[src/rtl/char_rotate_if.sv]
// Handshake bundle between the rotation sequencer and its controller/display side.
// Dir exists only when CHAR_ROTATE_REVERSE_EN is defined.
interface char_rotate_if;
   logic       Load;
   logic [1:0] CodeU;
   logic [1:0] CodeV;
   logic [1:0] CodeW;
   logic       Run;
   logic       Step;
`ifdef CHAR_ROTATE_REVERSE_EN
   logic       Dir;
`endif
   logic [1:0] Sel;
   logic [1:0] U;
   logic [1:0] V;
   logic [1:0] W;
   logic       LoadAck;
   logic       Tick;
   logic       Running;

   modport master (
      output Load, CodeU, CodeV, CodeW, Run, Step,
`ifdef CHAR_ROTATE_REVERSE_EN
      output Dir,
`endif
      input  Sel, U, V, W, LoadAck, Tick, Running
   );

   modport slave (
      input  Load, CodeU, CodeV, CodeW, Run, Step,
`ifdef CHAR_ROTATE_REVERSE_EN
      input  Dir,
`endif
      output Sel, U, V, W, LoadAck, Tick, Running
   );
endinterface

[src/rtl/char_rotate_ctrl.sv]
// Rotation sequencer for the 3-character word display: captures codes, produces the mux select.
// Optional reverse rotation via CHAR_ROTATE_REVERSE_EN (adds Dir).
//
// state | meaning
// IDLE  | after reset, waiting for the first Load; Sel=00, count=0
// RUN   | auto-rotate, Sel advances every TICK_DIV cycles
// PAUSE | count frozen, Sel advances on Step rising edge
module char_rotate_ctrl #(
   parameter int TICK_DIV = 50000000,
   parameter int CNT_W    = 26
) (
   input logic          Clock,
   input logic          Resetn,
   char_rotate_if.slave bus
);

   typedef enum logic [1:0] {IDLE, RUN, PAUSE} state_t;

   localparam logic [CNT_W-1:0] TERM = CNT_W'(TICK_DIV - 1);

   state_t           state, state_nx;
   logic [CNT_W-1:0] cnt, cnt_nx;
   logic [1:0]       sel, sel_nx;
   logic [1:0]       u, u_nx, v, v_nx, w, w_nx;
   logic             load_ack, tick, tick_nx, running;
   logic             step_q, step_rise, rev;

`ifdef CHAR_ROTATE_REVERSE_EN
   assign rev = bus.Dir;
`else
   assign rev = 1'b0;
`endif

   // 11 is never produced; any other value falls back to 00.
   function automatic logic [1:0] advance(input logic [1:0] s, input logic r);
      logic [1:0] n;
      n = 2'b00;
      if (r) begin
         case (s)
            2'b00:   n = 2'b10;
            2'b10:   n = 2'b01;
            default: n = 2'b00;
         endcase
      end else begin
         case (s)
            2'b00:   n = 2'b01;
            2'b01:   n = 2'b10;
            default: n = 2'b00;
         endcase
      end
      return n;
   endfunction

   assign step_rise = bus.Step & ~step_q;

   always_comb begin
      state_nx = state;
      cnt_nx   = cnt;
      sel_nx   = sel;
      u_nx     = u;
      v_nx     = v;
      w_nx     = w;
      tick_nx  = 1'b0;
      if (bus.Load) begin
         u_nx     = bus.CodeU;
         v_nx     = bus.CodeV;
         w_nx     = bus.CodeW;
         sel_nx   = 2'b00;
         cnt_nx   = '0;
         state_nx = bus.Run ? RUN : PAUSE;
      end else begin
         case (state)
            RUN: begin
               if (!bus.Run) begin
                  state_nx = PAUSE;
               end else if (cnt == TERM) begin
                  cnt_nx  = '0;
                  sel_nx  = advance(sel, rev);
                  tick_nx = 1'b1;
               end else begin
                  cnt_nx = cnt + CNT_W'(1);
               end
            end
            PAUSE: begin
               if (bus.Run) begin
                  state_nx = RUN;
               end else if (step_rise) begin
                  sel_nx = advance(sel, rev);
               end
            end
            default: ;
         endcase
      end
   end

   always_ff @(posedge Clock) begin
      if (!Resetn) begin
         state    <= IDLE;
         cnt      <= '0;
         sel      <= 2'b00;
         u        <= 2'b11;
         v        <= 2'b11;
         w        <= 2'b11;
         load_ack <= 1'b0;
         tick     <= 1'b0;
         running  <= 1'b0;
         step_q   <= 1'b0;
      end else begin
         state    <= state_nx;
         cnt      <= cnt_nx;
         sel      <= sel_nx;
         u        <= u_nx;
         v        <= v_nx;
         w        <= w_nx;
         load_ack <= bus.Load;
         tick     <= tick_nx;
         running  <= (state_nx == RUN);
         step_q   <= bus.Step;
      end
   end

   assign bus.Sel     = sel;
   assign bus.U       = u;
   assign bus.V       = v;
   assign bus.W       = w;
   assign bus.LoadAck = load_ack;
   assign bus.Tick    = tick;
   assign bus.Running = running;

endmodule

[src/flat_wrapper.sv]
// flat-port wrapper written by rule: the top's interface ports become plain ports
module char_rotate_ctrl_flat 
#(
   parameter int TICK_DIV = 50000000,
   parameter int CNT_W    = 26
)
  (Clock, Resetn, bus_Load, bus_CodeU, bus_CodeV, bus_CodeW, bus_Run, bus_Step, bus_Sel, bus_U, bus_V, bus_W, bus_LoadAck, bus_Tick, bus_Running);
  char_rotate_if bus_i ();
  input logic Clock;
  input logic Resetn;
  input wire logic [$bits(bus_i.Load)-1:0] bus_Load;
  input wire logic [$bits(bus_i.CodeU)-1:0] bus_CodeU;
  input wire logic [$bits(bus_i.CodeV)-1:0] bus_CodeV;
  input wire logic [$bits(bus_i.CodeW)-1:0] bus_CodeW;
  input wire logic [$bits(bus_i.Run)-1:0] bus_Run;
  input wire logic [$bits(bus_i.Step)-1:0] bus_Step;
  output wire logic [$bits(bus_i.Sel)-1:0] bus_Sel;
  output wire logic [$bits(bus_i.U)-1:0] bus_U;
  output wire logic [$bits(bus_i.V)-1:0] bus_V;
  output wire logic [$bits(bus_i.W)-1:0] bus_W;
  output wire logic [$bits(bus_i.LoadAck)-1:0] bus_LoadAck;
  output wire logic [$bits(bus_i.Tick)-1:0] bus_Tick;
  output wire logic [$bits(bus_i.Running)-1:0] bus_Running;
  assign bus_i.Load = bus_Load;
  assign bus_i.CodeU = bus_CodeU;
  assign bus_i.CodeV = bus_CodeV;
  assign bus_i.CodeW = bus_CodeW;
  assign bus_i.Run = bus_Run;
  assign bus_i.Step = bus_Step;
  assign bus_Sel = bus_i.Sel;
  assign bus_U = bus_i.U;
  assign bus_V = bus_i.V;
  assign bus_W = bus_i.W;
  assign bus_LoadAck = bus_i.LoadAck;
  assign bus_Tick = bus_i.Tick;
  assign bus_Running = bus_i.Running;
  char_rotate_ctrl #(.TICK_DIV(TICK_DIV), .CNT_W(CNT_W)) u_core (.Clock(Clock), .Resetn(Resetn), .bus(bus_i));
endmodule
[config.mk]
export PLATFORM = sky130hd
export DESIGN_NAME = char_rotate_ctrl_flat
export DESIGN_NICKNAME = d
export VERILOG_FILES = /design/src/rtl/char_rotate_if.sv /design/src/rtl/char_rotate_ctrl.sv /design/src/flat_wrapper.sv
export SDC_FILE = /design/constraint.sdc
export NUM_CORES = 1
export LEC_CHECK = 0
export BUFFER_PORTS_ARGS = -buffer_cell sky130_fd_sc_hd__buf_2
export CAP_MARGIN = 20
export CORE_ASPECT_RATIO = 1.75
export CORE_MARGIN = 8
export CORE_UTILIZATION = 45
export DETAILED_ROUTE_END_ITERATION = 6
export PLACE_DENSITY = 0.74
export RECOVER_POWER = 100
export SYNTH_ARGS = -nofsm -noshare
export SYNTH_HDL_FRONTEND = slang
export SYNTH_SLANG_ARGS = --single-unit
export TNS_END_PERCENT = 50
[constraint.sdc]
create_clock -name Clock -period 3.95 [get_ports Clock]
set_clock_uncertainty 0.05 [all_clocks]
set_input_delay 0.79 -clock Clock [delete_from_list [all_inputs] [get_ports Clock]]
set_output_delay 0.79 -clock Clock [all_outputs]
set_load 0.01 [all_outputs]
==> PnR_summary.wiki <==
{| class="wikitable"
! Metric !! Value
|-
| Outcome || finished clean
|-
| Delay of the slowest critical-path stage || 660 ps
|-
| Non-filler cells, final || 268
|-
| Y dimension of the die || 98.86 um
|-
| Average wire length per cell after detail routing || 13.35 um
|-
| Final setup TNS || 0 ps
|-
| Net count after synthesis || 211
|-
| Buffer type at the clock tree root || sky130_fd_sc_hd__clkbuf_8
|-
| Count of nets after finishing || 233
|-
| Io pins || 22
|-
| Worst hold path type || flip-flop to flip-flop
|-
| Post-synth EDFFs || 0
|-
| Kind of end point of the critical path || flip-flop
|-
| Total routing resource utilization after global routing || 11.96%
|-
| Largest fanout of any net on the critical path || 26
|-
| GR Overflow Total || 0
|-
| Required time of the critical path || 4050 ps
|-
| Sequential cell area fraction in the yosys report || 45.36%
|-
| Insertion delay of the later-clocked pin in the worst-skew pair || 290 ps
|-
| RD Place Congestion || 0.8565
|-
| Antenna violations before repair || 0
|-
| Hold-fix buffers, CTS || 0
|-
| Synthesized instance count || 197
|-
| Leading cell types in the layout, fill and taps excluded || 40 x sky130_fd_sc_hd__dfxtp_1, 32 x sky130_fd_sc_hd__nor2_1, 22 x sky130_fd_sc_hd__xor2_1
|-
| Number of search-and-repair iterations in the first detailed-routing pass || 4
|-
| Total setup violations reported at the end of the flow || 0
|-
| Synthesis-stage register bit count || 40
|-
| CP Class || flip-flop to flip-flop
|-
| Effective utilization at floorplan || 46.11%
|-
| Number of slew-limit violations in the final report || 0
|-
| Placed Instances || 260
|-
| Post-CTS Resized || 0
|-
| Most frequent standard cell in the layout excluding fill and tap cells || sky130_fd_sc_hd__dfxtp_1
|-
| Synth async-reset ratio || 0%
|-
| Antenna Cells || 0
|-
| TritonCTS clock tree || built
|-
| Via density || 5.168
|-
| Combinational share of power || 4.3%
|-
| Peak supply drop || 0.3706 mV
|-
| Max Clk Rate || 358.6 MHz
|-
| Final period demand of the worst path || 2789 ps
|-
| Switching Share || 19.02%
|-
| Antenna Violating Nets Remaining || 0
|-
| Number of unique standard cell types used by synthesis || 36
|-
| Drt drc || 0
|-
| Worst slew slack as a fraction of its limit || 43.98%
|-
| Worst Path Arrival || 2890 ps
|-
| Number of vias after detailed routing || 1385
|-
| Vias in the first global route || 1415
|-
| Mean Syn Cell Area || 8.962 um^2
|-
| Share of the cycle needed by the critical path after routing || 70.61%
|-
| Ratio of cells with drive above 1 in the final layout || 9.091%
|-
| Standby leakage power || 0.7900 nW
|-
| Clk network pwr share || 50.6%
|-
| Total net switching power || 0.1741 mW
|-
| Dominant synthesized flop cell || sky130_fd_sc_hd__dfxtp_1
|-
| Crit path launch type || flip-flop
|-
| Area of the core region || 3829 um^2
|-
| Netlist Area Pre-Place || 1765 um^2
|-
| Worst path slowest cell || sky130_fd_sc_hd__nand2_1
|-
| Level count of the clock H-tree || 2
|-
| Setup fix buffers added after clock tree synthesis || 0
|-
| Crit path cell chain || inv_1, ha_1, and3_1, nand2_4, or4_1, nand2_1, nor2_1
|-
| Relative area change from synthesis to final layout || 15.45%
|-
| Flop pwr share || 45.1%
|-
| Row cnt || 30
|-
| Unrepaired setup endpoints after global routing || false
|-
| Hpwl dp || 2596 um
|-
| Number of port buffers || 21
|-
| Die X || 63.35 um
|-
| Final wirelength || 3578 um
|-
| Pin count of the biggest net entering global routing || 27
|-
| Max cap viols || 0
|-
| DRT iter0 DRCs || 21
|-
| Number of buffers on the longest clock path || 2
|-
| Sink Count || 40
|-
| Clock transition at the register clock pins on the worst setup and hold paths after CTS || 80 ps
|-
| Power density cells || 449.1 nW/um^2
|-
| Count of final hold-check violations || 0
|-
| Number of warning messages in the yosys log || 0
|-
| Worst Max-Slew Pin Slew || 838.2 ps
|-
| First-pass GRT wire length || 6065 um
|-
| Num CTS Buffers || 5
|-
| Int Pwr || 0.7412 mW
|-
| Floorplan die area || 6262 um^2
|}
## power groups by stage
stage	Clock (mW)	Combinational [mW]	Sequential, mW
2_1_floorplan	0	0.0250	0.425
3_3_place_gp	0	0.0412	0.422
3_5_place_dp	0	0.0421	0.422
4_1_cts	0.467	0.0422	0.413
5_1_grt	0.484	0.0439	0.414
6_report	0.463	0.0395	0.413
## worst max-delay path, delay by kind of cell (launching register included)
family	cells	cell delay, ps
DFF	1	330
adders and majority gates	1	250
and+or+nand+nor	5	1970
buffers and inverters	1	60
## stage by stage
step	util [%]	total power [mW]	cell area [um^2]	hold WS, ps	worst slack [ps]
after global placement	49.71	0.4634	1903	399.3	1358
final	53.24	0.9153	2038	433.2	1161
after global routing	53.24	0.9422	2038	461.1	929.7
after detailed placement	49.71	0.4645	1903	410.2	1320
after CTS	53.86	0.9218	2062	435.9	1584
after floorplan	-	0.4496	1765	399.0	1877
## metal layers
layer  GRT usage [%]  wire, um  vias up  part of all wire, %
met5               0         0        -                    0
met4           6.736        88        0                  2.5
met3           4.432       152        7                  4.2
met2           22.14      1886       29                   53
met1           10.64      1451      635                   41
li1                -         -      714                    -
## layout make-up
type	instances	area (um^2)
clock buffers	5	68.82
clock inverters	3	90.09
fillers	380	1790
inverters	5	18.77
multi-input cells	145	903.4
flip-flops and latches	40	800.8
well taps	48	60.06
repair buffers	22	96.34
## flip-flops by register name, summed over array words and instances, names as in the netlist, 2 cells and up
signal          cells
u_core.cnt         26
u_core.bus.Sel      2
u_core.bus.U        2
u_core.bus.V        2
u_core.bus.W        2
u_core.state        2
## path summary, 6_finish.rpt
path                            slack [ps]             from               to  cells after the start
worst max-delay path                  1160  u_core.state[1]   u_core.cnt[10]                      7
worst min-delay path                   430  u_core.bus.U[1]  u_core.bus.U[1]                      2
worst max register to register        1160  u_core.state[1]   u_core.cnt[10]                      7
worst min register to register         430  u_core.bus.U[1]  u_core.bus.U[1]                      2
## logic make-up (layout without fill, tap and decap cells)
kind of cell | Yosys count | count (layout) | share of synthesized area [%]
AOI/OAI and AO/OA | 8 | 8 | 2.623
and+or+nand+nor | 101 | 101 | 29.91
xor gates and xnor gates | 25 | 25 | 12.40
adders and majority gates | 3 | 3 | 2.126
DFF | 40 | 40 | 45.36
buffers and inverters | 12 | 35 | 3.047
muxes | 8 | 8 | 4.536
## Yosys cell counts (all sizes together), types with 2 or more instances
library cell | n | area share, %
mux2i | 8 | 4.5
o21ai | 3 | 0.85
buf | 4 | 1.3
ha | 3 | 2.1
and3 | 4 | 1.5
dfxtp | 40 | 45
nor4 | 2 | 0.71
xor2 | 22 | 11
nand2 | 18 | 4.4
clkbuf | 3 | 0.64
nand4 | 10 | 3.5
xnor2 | 3 | 1.5
inv | 5 | 1.1
and2 | 5 | 1.8
nor2b | 3 | 1.1
a21oi | 2 | 0.57
and4 | 5 | 2.6
nor2 | 32 | 6.8
nand3 | 14 | 4.0
Power figures use the tool's default switching activity.
